==> src/rtl/serial_subtractor_pkg.sv <==
// Shared ALU definitions for the serial subtractor: controller state encodings
// and the default operand width.
package serial_subtractor_pkg;

  localparam logic [1:0] ST_IDLE  = 2'd0;
  localparam logic [1:0] ST_SHIFT = 2'd1;
  localparam logic [1:0] ST_DONE  = 2'd2;

  localparam int ALU_WIDTH = 4;

endpackage

==> src/rtl/serial_subtractor_if.sv <==
// Operand/result handshake bundle between the ALU operand bus and the serial subtractor.
interface serial_subtractor_if
  import serial_subtractor_pkg::*;
#(
  parameter int WIDTH = ALU_WIDTH
);

  logic             in_valid;
  logic             in_ready;
  logic [WIDTH-1:0] a;
  logic [WIDTH-1:0] b;
  logic             out_valid;
  logic             out_ready;
  logic [WIDTH-1:0] diff;
  logic             borrow;
  logic             zero;

  modport master (
    output in_valid, a, b, out_ready,
    input  in_ready, out_valid, diff, borrow, zero
  );

  modport slave (
    input  in_valid, a, b, out_ready,
    output in_ready, out_valid, diff, borrow, zero
  );

endinterface

==> src/rtl/full_subtractor_bit.sv <==
// One-bit full subtractor: d = a - b - bin, with borrow-out.
module full_subtractor_bit (
  input  logic a,
  input  logic b,
  input  logic bin,
  output logic d,
  output logic bout
);

  assign d    = a ^ b ^ bin;
  assign bout = (~a & b) | (~(a ^ b) & bin);

endmodule

==> src/rtl/serial_subtractor.sv <==
// Bit-serial unsigned subtractor, LSB first, one bit per clock; operands and
// result each cross a valid/ready handshake.
//
// state    | meaning
// ---------+----------------------------------------------------
// ST_IDLE  | waiting for operands, in_ready high
// ST_SHIFT | one difference bit per cycle, WIDTH cycles total
// ST_DONE  | result held with out_valid high until out_ready
module serial_subtractor
  import serial_subtractor_pkg::*;
#(
  parameter int WIDTH = ALU_WIDTH
) (
  input  logic                clk,
  input  logic                rst_n,
  serial_subtractor_if.slave  bus
);

  localparam int CNT_W = (WIDTH > 1) ? $clog2(WIDTH) : 1;
  localparam logic [CNT_W-1:0] CNT_LAST = CNT_W'(WIDTH - 1);

  logic [1:0]       state_q, state_d;
  logic [WIDTH-1:0] a_sr_q, a_sr_d;
  logic [WIDTH-1:0] b_sr_q, b_sr_d;
  logic [WIDTH-1:0] diff_q, diff_d;
  logic [CNT_W-1:0] cnt_q, cnt_d;
  logic             br_q, br_d;
  logic             zero_q, zero_d;

  logic             bit_d;
  logic             bit_bout;
  logic [WIDTH-1:0] diff_shifted;

  full_subtractor_bit u_fsb (
    .a    (a_sr_q[0]),
    .b    (b_sr_q[0]),
    .bin  (br_q),
    .d    (bit_d),
    .bout (bit_bout)
  );

  assign diff_shifted = {bit_d, diff_q[WIDTH-1:1]};

  always_comb begin
    state_d = state_q;
    a_sr_d  = a_sr_q;
    b_sr_d  = b_sr_q;
    diff_d  = diff_q;
    cnt_d   = cnt_q;
    br_d    = br_q;
    zero_d  = zero_q;
    case (state_q)
      ST_IDLE: begin
        if (bus.in_valid) begin
          a_sr_d  = bus.a;
          b_sr_d  = bus.b;
          br_d    = 1'b0;
          cnt_d   = '0;
          state_d = ST_SHIFT;
        end
      end
      ST_SHIFT: begin
        a_sr_d = a_sr_q >> 1;
        b_sr_d = b_sr_q >> 1;
        br_d   = bit_bout;
        diff_d = diff_shifted;
        cnt_d  = cnt_q + CNT_W'(1);
        // zero is latched with the final bit so it is stable for all of DONE
        if (cnt_q == CNT_LAST) begin
          zero_d  = (diff_shifted == '0);
          state_d = ST_DONE;
        end
      end
      ST_DONE: begin
        if (bus.out_ready) state_d = ST_IDLE;
      end
      default: state_d = ST_IDLE;
    endcase
  end

  always_ff @(posedge clk or negedge rst_n) begin
    if (!rst_n) begin
      state_q <= ST_IDLE;
      a_sr_q  <= '0;
      b_sr_q  <= '0;
      diff_q  <= '0;
      cnt_q   <= '0;
      br_q    <= 1'b0;
      zero_q  <= 1'b0;
    end else begin
      state_q <= state_d;
      a_sr_q  <= a_sr_d;
      b_sr_q  <= b_sr_d;
      diff_q  <= diff_d;
      cnt_q   <= cnt_d;
      br_q    <= br_d;
      zero_q  <= zero_d;
    end
  end

  assign bus.in_ready  = (state_q == ST_IDLE);
  assign bus.out_valid = (state_q == ST_DONE);
  assign bus.diff      = diff_q;
  assign bus.borrow    = br_q;
  assign bus.zero      = zero_q;

endmodule
==> src/flat_wrapper.sv <==
// flat-port wrapper written by rule: the top's interface ports become plain ports
module serial_subtractor_flat import serial_subtractor_pkg::*;
#(
  parameter int WIDTH = ALU_WIDTH
)
  (clk, rst_n, bus_in_valid, bus_a, bus_b, bus_out_ready, bus_in_ready, bus_out_valid, bus_diff, bus_borrow, bus_zero);
  serial_subtractor_if #(.WIDTH(WIDTH)) bus_i ();
  input  logic clk;
  input  logic rst_n;
  input wire logic [$bits(bus_i.in_valid)-1:0] bus_in_valid;
  input wire logic [$bits(bus_i.a)-1:0] bus_a;
  input wire logic [$bits(bus_i.b)-1:0] bus_b;
  input wire logic [$bits(bus_i.out_ready)-1:0] bus_out_ready;
  output wire logic [$bits(bus_i.in_ready)-1:0] bus_in_ready;
  output wire logic [$bits(bus_i.out_valid)-1:0] bus_out_valid;
  output wire logic [$bits(bus_i.diff)-1:0] bus_diff;
  output wire logic [$bits(bus_i.borrow)-1:0] bus_borrow;
  output wire logic [$bits(bus_i.zero)-1:0] bus_zero;
  assign bus_i.in_valid = bus_in_valid;
  assign bus_i.a = bus_a;
  assign bus_i.b = bus_b;
  assign bus_i.out_ready = bus_out_ready;
  assign bus_in_ready = bus_i.in_ready;
  assign bus_out_valid = bus_i.out_valid;
  assign bus_diff = bus_i.diff;
  assign bus_borrow = bus_i.borrow;
  assign bus_zero = bus_i.zero;
  serial_subtractor #(.WIDTH(WIDTH)) u_core (.clk(clk), .rst_n(rst_n), .bus(bus_i));
endmodule
==> config.mk <==
export PLATFORM = sky130hd
export DESIGN_NAME = serial_subtractor_flat
export DESIGN_NICKNAME = d
export VERILOG_FILES = /design/src/rtl/serial_subtractor_pkg.sv /design/src/rtl/serial_subtractor_if.sv /design/src/rtl/full_subtractor_bit.sv /design/src/rtl/serial_subtractor.sv /design/src/flat_wrapper.sv
export SDC_FILE = /design/constraint.sdc
export NUM_CORES = 1
export LEC_CHECK = 0
export ABC_CLOCK_PERIOD_IN_PS = 1800
export BUFFER_PORTS_ARGS = -buffer_cell sky130_fd_sc_hd__buf_2
export CELL_PAD_IN_SITES_DETAIL_PLACEMENT = 0
export CELL_PAD_IN_SITES_GLOBAL_PLACEMENT = 1
export CORE_AREA = 2 2 47 54
export CTS_CLUSTER_DIAMETER = 40
export DETAILED_ROUTE_END_ITERATION = 8
export DIE_AREA = 0 0 49 56
export HOLD_SLACK_MARGIN = 0.12
export PLACE_DENSITY_LB_ADDON = 0.05
export REMOVE_ABC_BUFFERS = 1
export SLEW_MARGIN = 20
export SYNTH_ARGS = -nofsm -noshare
export SYNTH_HDL_FRONTEND = slang
export SYNTH_SLANG_ARGS = --single-unit
export TNS_END_PERCENT = 30
==> constraint.sdc <==
create_clock -name clk -period 1.8 [get_ports clk]
set_clock_uncertainty 0.1 [all_clocks]
set_input_delay 0.18 -clock clk [delete_from_list [all_inputs] [get_ports clk]]
set_output_delay 0.18 -clock clk [all_outputs]
set_load 0.02 [all_outputs]
==> results.md, run 1 <==
- Slew Limit Fails: 0
- Die width: 49 um
- Post-route ant nets: 0
- Routed WL per cell: 13.5 um
- Top cell type's share of synthesized area: 53.3%
- Antenna cells: 0
- Lkg Pwr: 0.484 nW
- RSZ-0062 raised after global routing: false
- Area leader, netlist: dfrtp_1
- Row Count: 18
- Detailed Routing Iterations Pass 1: 4
- PnR worst setup slack: 198 ps
- Worst Path Arrival: 1730 ps
- Fin crit period: 1600 ps
- Initial Utilization: 38.7%
- Root Driver: clkbuf_4
- CP Capture Type: flop
- DRC viols: 0
- Iter 0 DRT Violations: 15
- Post-layout net count: 106
- Seq cells post-synth: 18
- Die area: 0.00274 mm^2
- Share of cells above drive strength 1: 34.4%
- Worst Tran Pin Value: 476 ps
- TritonCTS clock tree: yes
- Total track usage: 13.9%
- Fmax: 624 MHz
- Via-to-Cell Ratio: 5.03
- Final hold violations: 0
- Area delta synth->final: 22.2%
- Post-DP HPWL: 1.19 mm
- CTS Sinks: 18
- Number of buffers created by CTS: 3
- CP Class: reg -> reg
- Max Fanout on Critical Path: 2
- Maximum VDD drop: 0.697 mV
- Remaining global-route overflow: 0
- CTS Buffer Depth: 2
- Distinct cell type count after synthesis: 27
- YS warnings: 0
- CP Data Required Time: 1930 ps
- PortBufs: 19
- Avg Inst Size Synth: 12.8 um^2
- Post-CTS setup buffers: 0
- Drt total wl: 1.62 mm
- DP Worst Slack: 156 ps
- Worst slew margin: 68.2%
- Worst-path clk slew: 100 ps
- Height of the die: 56 um
- Final setup violation count: 0
- Part of the cycle the worst path needs: 89.0%
- GP Congestion: 0.688
- Total number of vias: 604
- Power per cell area: 1700 mW/mm^2
- Largest cells by area after synthesis: dfrtp_1 (53%), mux2_2 (5.3%), o221a_2 (4.0%)
- Initial antenna violation count: 0
- Vias in the first global route: 638
- Final design utilization: 47.3%
- Global-route wire length before repair: 2.90 mm
- Post-synth design cell area: 846 um^2
- Core ar.: 0.00218 mm^2
- I/O pins: 20
- Worst-Skew Late Latency: 280 ps
- Post-synthesis instance total: 66
- Total negative slack: 0 ps
- Status: complete, no violations
- Largest net degree at the start of global routing: 19
- Maxcap violations: 0
- Seq/Total Area, Yosys: 53.3%
- CP Launch Type: flop
- H-tree depth: 1
- WHS: 143 ps
- HP Class: in -> reg
layout make-up:
type / count / area, um^2
clock buffer: 3 / 22.5
tap: 30 / 37.5
multi-input combinational: 40 / 359
sequential: 18 / 450
fill: 227 / 1150
timing repair buffer: 24 / 145
inverter: 5 / 18.8
worst paths after layout:
check                                              from                              to  slack (ps)  cells past startpoint
max                        u_core.b_sr_q[0]$_DFFE_PN0P_     u_core.bus.zero$_DFFE_PN0P_         200                      3
min                                            bus_b[3]    u_core.b_sr_q[3]$_DFFE_PN0P_         140                      3
max reg2reg                u_core.b_sr_q[0]$_DFFE_PN0P_     u_core.bus.zero$_DFFE_PN0P_         200                      3
min reg2reg                 u_core.cnt_q[0]$_DFFE_PN0P_     u_core.cnt_q[0]$_DFFE_PN0P_         380                      1
max in group asynchronous                         rst_n  u_core.bus.diff[0]$_DFFE_PN0P_        1070                      2
min in group asynchronous                         rst_n  u_core.bus.diff[3]$_DFFE_PN0P_         240                      2
registers in the layout, summed over array words and instances (netlist names):
| register | cells |
|---|---|
| u_core.bus.borrow | 1 |
| u_core.a_sr_q | 4 |
| u_core.bus.zero | 1 |
| u_core.cnt_q | 2 |
| u_core.state_q | 2 |
| u_core.bus.diff | 4 |
| u_core.b_sr_q | 4 |
synth_stat cells:
master	instances
a222oi_1	1
nor2b_1	1
a22o_1	2
nor4b_1	3
nor3b_1	3
nand2b_1	4
and2_1	1
or4b_1	3
fa_1	1
buf_4	2
and2b_1	1
o21ba_2	1
mux2i_1	2
dfrtp_1	18
nor2_1	1
buf_2	1
a21oi_1	1
o21ai_0	1
mux2_2	4
o221a_2	3
nand3b_1	1
a211oi_1	2
a32o_1	1
inv_1	5
ha_1	1
a221o_1	1
o21bai_1	1
kinds of logic after synthesis:
kind of cell	after synthesis	share of synthesized area, %
AND/OR/NAND/NOR	18	16.0
flip-flops	18	53.3
AO/OA/AOI/OAI	14	14.6
buffers and inverters	8	4.58
multiplexers	6	7.69
adder cells (fa/ha/maj)	2	3.85
what timing repair did:
item / 4_1_cts / 5_1_grt
resized for setup: 0 / 1
setup endpoints to repair: 0 / 1
hold buffers: 5 / 0
hold endpoints to repair: 22 / 0
placed cells by master, fill, tap and decap left out:
cell type      count
buf_2             19
dfrtp_1           18
inv_1              5
dlygate4sd3_1      5
nand2b_1           4
mux2_2             4
nor4b_1            3
or4b_1             3
o221a_2            3
nor3b_1            3
clkbuf_4           3
a22o_1             2
mux2i_1            2
a211oi_1           2
nor2_2             1
and2b_1            1
o21bai_1           1
nand3b_1           1
o21ai_0            1
o21ba_2            1
nor2b_1            1
a222oi_1           1
a21oi_1            1
a32o_1             1
and2_1             1
a221o_1            1
fa_1               1
ha_1               1
report_power, final:
part / internal (W) / switching, W / total [W]
clock network: 0.0000777 / 0.000117 / 0.000195
registers: 0.000596 / 0.000179 / 0.000775
logic: 0.000404 / 0.000385 / 0.000790
routing by layer:
| metal | up-vias | GRT usage, % | wire length [um] |
|---|---|---|---|
| met5 | - | 0 | 0 |
| met4 | 0 | 8.57 | 19 |
| met3 | 2 | 2.69 | 80 |
| met2 | 19 | 21.3 | 768 |
| met1 | 288 | 17.9 | 753 |
| li1 | 295 | - | - |
through the flow:
stage	cell area (um^2)	std cells	total power [W]
4_1_cts	1030	120	0.00179
3_3_place_gp	958	112	0.00157
5_1_grt	1030	120	0.00193
2_1_floorplan	826	63	0.00134
3_5_place_dp	958	112	0.00158
6_report	1030	120	0.00176
worst max-delay path: stages (launching register included):
cell	delay [ps]
dfrtp_1	420
fa_1	540
nor4b_1	290
mux2_2	210
Note: power is estimated with default switching activity, not from simulation.
==> run 2, diff against run 1 <==
CELL_PAD_IN_SITES_DETAIL_PLACEMENT = default   (was 0)
CELL_PAD_IN_SITES_GLOBAL_PLACEMENT = default   (was 1)
CORE_AREA = 2 2 43 49   (was 2 2 47 54)
DIE_AREA = 0 0 45 51   (was 0 0 49 56)
==> run 2 against run 1 <==
Effect of this change: largest cell class unchanged; wire length shrank 5.8%; register-to-register slack gained 80 ps; hold slack lost 4.2 ps; sequential share of layout area grew 1.1 points; critical endpoint is now bus_in_ready; critical path type is now reg -> out; cell area shrank 2.5%; combinational power shrank 1%; first-iteration DRC count grew 6.7%.
==> results.md, run 2 (synthesis results as in run 1) <==
- Status: complete, no violations
- Die area: 0.00230 mm^2
- Reg2reg end: u_core.bus.zero$_DFFE_PN0P_
- Power Total: 0.00174 W
- TritonCTS clock tree: yes
- Area delta synth->final: 19.1%
- Initial antenna violation count: 0
- Via-to-Cell Ratio: 5.56
- Slew Limit Fails: 0
- Worst-Skew Late Latency: 280 ps
- Area occupied by multi-input gates: 357 um^2
- Worst Tran Pin Value: 451 ps
- Routed WL per cell: 14.1 um
- Core ar.: 0.00187 mm^2
- Post-DP HPWL: 1.08 mm
- HP Class: in -> reg
- Crit path from: u_core.state_q[0]$_DFFE_PN0P_
- Height of the die: 51 um
- H-tree depth: 1
- Met2 WL: 698 um
- Logic pwr share: 44.8%
- Iter 0 DRT Violations: 16
- CTS Buffer Depth: 2
- Row Count: 17
- Max Fanout on Critical Path: 17
- Worst setup endpoint: bus_in_ready
- FILL cells: 195
- RSZ-0062 raised after global routing: false
- Total negative slack: 0 ps
- PortBufs: 19
- CP Class: reg -> out
- Maximum VDD drop: 0.678 mV
- GP Congestion: 0.678
- CP Data Required Time: 1520 ps
- Part of the cycle the worst path needs: 92.2%
- Remaining global-route overflow: 0
- Final setup violation count: 0
- CP Launch Type: flop
- Worst-path clk slew: 90 ps
- Post-layout net count: 105
- Switch Pwr: 0.000669 W
- Crit path largest cell delay: 550 ps
- Slowest stage cell, crit path: dfrtp_1
- Fmax: 602 MHz
- Min-delay src: bus_in_valid
- R2r setup slk: 280 ps
- CP Capture Type: output pin
- CP cell instances: nor2_1, buf_2
- Initial Utilization: 45.2%
- I/O pins: 20
- Total track usage: 16.7%
- Share of cells above drive strength 1: 33.7%
- Largest net degree at the start of global routing: 19
- Most frequent cells in the layout: buf_2 (19), dfrtp_1 (18), inv_1 (5)
- Final hold violations: 0
- Reg power frac: 44.4%
- Sw frac: 38.4%
- DRC viols: 0
- Lkg Pwr: 0.480 nW
- Post-route ant nets: 0
- Total number of vias: 601
- Area after DPL: 945 um^2
- Maxcap violations: 0
- Max layer used: met4
- Storage cell area: 450 um^2
- Critical R2R Launch: u_core.b_sr_q[0]$_DFFE_PN0P_
- Clock share of power: 10.8%
- Fin area: 0.00101 mm^2
- Vias in the first global route: 611
- Root Driver: clkbuf_4
- Detailed Routing Iterations Pass 1: 4
- Post_cts resized: 0
- Global-route wire length before repair: 2.77 mm
- Drt total wl: 1.53 mm
- Antenna cells: 0
- Power per cell area: 1730 mW/mm^2
- Worst Path Arrival: 1380 ps
- DRT met1 WL: 751 um
- Fin crit period: 1660 ps
- P_int: 0.00107 W
- WL met3: 64 um
- Die width: 45 um
- CTS Sinks: 18
- Most common cell after layout, fill and taps aside: buf_2
- Number of buffers created by CTS: 3
- Worst slew margin: 69.9%
- Reg2reg path depth: 3
[run 2: cell type report]
class                           instances  share of cell area, %
Clock buffer                            3                   2.24
Inverter                                5                   1.86
Multi-Input combinational cell         40                   35.4
Sequential cell                        18                   44.7
Tap cell                               19                   2.36
Timing Repair Buffer                   23                   13.4
[run 2: power groups by stage]
stage	clock network, W	logic (W)	registers (W)
after floorplan	0	0.000523	0.000815
after global placement	0	0.000778	0.000780
after detailed placement	0	0.000786	0.000787
after CTS	0.000203	0.000794	0.000779
after global routing	0.000220	0.000888	0.000810
final	0.000189	0.000782	0.000773
[run 2: how the worst min path moves through the flow]
stage,endpoint,slack (ps),depth (start not counted)
global placement,u_core.bus.diff[3]$_DFFE_PN0P_,30,1
detailed placement,u_core.a_sr_q[0]$_DFFE_PN0P_,40,1
global route,u_core.state_q[0]$_DFFE_PN0P_,150,3
floorplan,u_core.a_sr_q[0]$_DFFE_PN0P_,-220,0
finish,u_core.state_q[0]$_DFFE_PN0P_,140,3
CTS,u_core.state_q[0]$_DFFE_PN0P_,130,3
[run 2: worst max-delay path: cells and delay by family (launching register included)]
| kind | cells | cell delay, ps |
|---|---|---|
| buf+inv | 1 | 230 |
| flops | 1 | 550 |
| simple gates | 1 | 320 |
[run 2: layer usage]
metal	vias up	GRT usage, %
met5	-	0
met4	0	7.35
met3	2	3.18
met2	15	24.5
met1	287	23.6
li1	297	-
[run 2: timing repair]
item,CTS,global route
setup buffers,0,0
hold buffers,4,0
hold endpoints to repair,21,0
[run 2: per-stage QoR]
stage	instances	hold slack, ps	utilization, %	setup WS [ps]
2_1_floorplan	63	-216	-	261
3_3_place_gp	101	33.8	50.5	280
3_5_place_dp	101	37.7	50.5	275
4_1_cts	108	128	53.8	101
5_1_grt	108	147	53.8	12.7
6_report	108	139	53.8	140
==> run 3, diff against run 2 <==
PLACE_DENSITY = 0.71   (was default)
PLACE_DENSITY_LB_ADDON = default   (was 0.05)
==> run 3 against run 2 <==
Effect of this change: fmax is 0.16% higher; utilization is 1.3 points higher; critical endpoint unchanged; wire length is 4.9% higher; hold slack worse by 7.1 ps; sequential share of layout area is 1.0 points lower; first-iteration DRC count is 6.3% lower; non-clock buffer count is 1 higher; count of clock-buffer cells in the layout is 1 higher; sequential power is 0.8% higher; sequential cell count stayed put.
==> results.md, run 3 (synthesis results as in run 1) <==
- Total track usage: 16.0%
- Height of the die: 51 um
- Post-route ant nets: 0
- Logic pwr share: 43.6%
- PortBufs: 19
- Fin area: 0.00103 mm^2
- I/O pins: 20
- Post_cts resized: 0
- Non-Filler Instances: 110
- Row Count: 17
- Root Driver: clkbuf_4
- Most frequent cells in the layout: buf_2 (19), dfrtp_1 (18), inv_1 (5), dlygate4sd3_1 (5)
- DP Cell Count: 101
- CTS Buffer Depth: 2
- Routed WL per cell: 14.6 um
- Number of buffers created by CTS: 3
- RSZ-0062 raised after global routing: false
- Final setup violation count: 0
- Area delta synth->final: 21.9%
- Fin crit period: 1660 ps
- Total negative slack: 0 ps
- PnR worst setup slack: 143 ps
- Post-CTS setup buffers: 0
- GP Congestion: 0.698
- H-tree depth: 1
- Most common cell after layout, fill and taps aside: buf_2
- Post-DP HPWL: 1.17 mm
- Slew Limit Fails: 0
- Worst-Skew Late Latency: 290 ps
- Status: complete, no violations
- Detailed Routing Iterations Pass 1: 4
- Die width: 45 um
- CP Capture Type: output pin
- Vias in the first global route: 590
- Worst-path clk slew: 100 ps
- Initial antenna violation count: 0
- Via-to-Cell Ratio: 5.66
- Worst Path Arrival: 1380 ps
- Global-route wire length before repair: 2.57 mm
- CP Launch Type: flop
- Largest net degree at the start of global routing: 19
- Core ar.: 0.00187 mm^2
- DP Worst Slack: 278 ps
- Clock share of power: 13.5%
- Worst slew margin: 70.9%
- Post-layout net count: 106
- CP Data Required Time: 1520 ps
- CP Class: reg -> out
- Fmax: 603 MHz
- Share of cells above drive strength 1: 34.1%
- CTS Sinks: 18
- P_int: 0.00112 W
- Iter 0 DRT Violations: 15
- DRC viols: 0
- Lkg Pwr: 0.491 nW
- Drt total wl: 1.60 mm
- Total number of vias: 623
- Part of the cycle the worst path needs: 92.1%
- Power per cell area: 1760 mW/mm^2
- CTS Hold Bufs: 5
- Area after DPL: 945 um^2
- TritonCTS clock tree: yes
- Maxcap violations: 0
- Die area: 0.00230 mm^2
- Final hold violations: 0
- Remaining global-route overflow: 0
- Maximum VDD drop: 0.809 mV
- Worst Tran Pin Value: 435 ps
- HP Class: in -> reg
- Max Fanout on Critical Path: 17
- Initial Utilization: 45.2%
- Sw frac: 38.3%
- Switch Pwr: 0.000695 W
- Antenna cells: 0
- Reg power frac: 42.9%
[run 3: layer usage]
layer / vias to the layer above / part of all wire, % / GRT usage, %
li1: 296 / - / -
met1: 304 / 43 / 18.3
met2: 19 / 50 / 26.7
met3: 4 / 5.0 / 4.59
met4: 0 / 1.2 / 7.35
met5: - / 0 / 0
[run 3: power groups by stage]
| stage | Combinational, W | Clock, W | Sequential, W |
|---|---|---|---|
| floorplan | 0.000523 | 0 | 0.000815 |
| global placement | 0.000776 | 0 | 0.000777 |
| detailed placement | 0.000793 | 0 | 0.000788 |
| CTS | 0.000805 | 0.000258 | 0.000779 |
| global route | 0.000885 | 0.000274 | 0.000809 |
| finish | 0.000791 | 0.000246 | 0.000779 |
[run 3: worst max-delay path, stage by stage (launching register included)]
cell and delay (ps):
dfrtp_1 540, nor2_1 320, buf_2 230
[run 3: area by class of cell]
cell class	count	area [um^2]
flip-flops and latches	18	450
repair buffers	24	145
clock buffers	4	36.3
well taps	19	23.8
multi-input cells	40	357
fillers	176	841
inverters	5	18.8
[run 3: through the flow]
stage                     total power, W  utilization, %  hold WS [ps]
final                            0.00182            55.1           132
after global placement           0.00155            50.5          27.8
after detailed placement         0.00158            50.5          26.9
after CTS                        0.00184            55.1           122
after global routing             0.00197            55.1           138
after floorplan                  0.00134               -          -216
[run 3: worst paths after layout]
path / depth (start not counted) / slack, ps / to / start
setup / recovery: 2 / 140 / bus_in_ready / u_core.state_q[0]$_DFFE_PN0P_
max in group asynchronous: 2 / 1100 / u_core.state_q[1]$_DFFE_PN0P_ / rst_n
setup reg to reg: 3 / 250 / u_core.bus.zero$_DFFE_PN0P_ / u_core.b_sr_q[0]$_DFFE_PN0P_
min in group asynchronous: 2 / 230 / u_core.bus.diff[2]$_DFFE_PN0P_ / rst_n
hold reg to reg: 1 / 410 / u_core.bus.zero$_DFFE_PN0P_ / u_core.bus.zero$_DFFE_PN0P_
hold / removal: 3 / 130 / u_core.b_sr_q[3]$_DFFE_PN0P_ / bus_b[3]
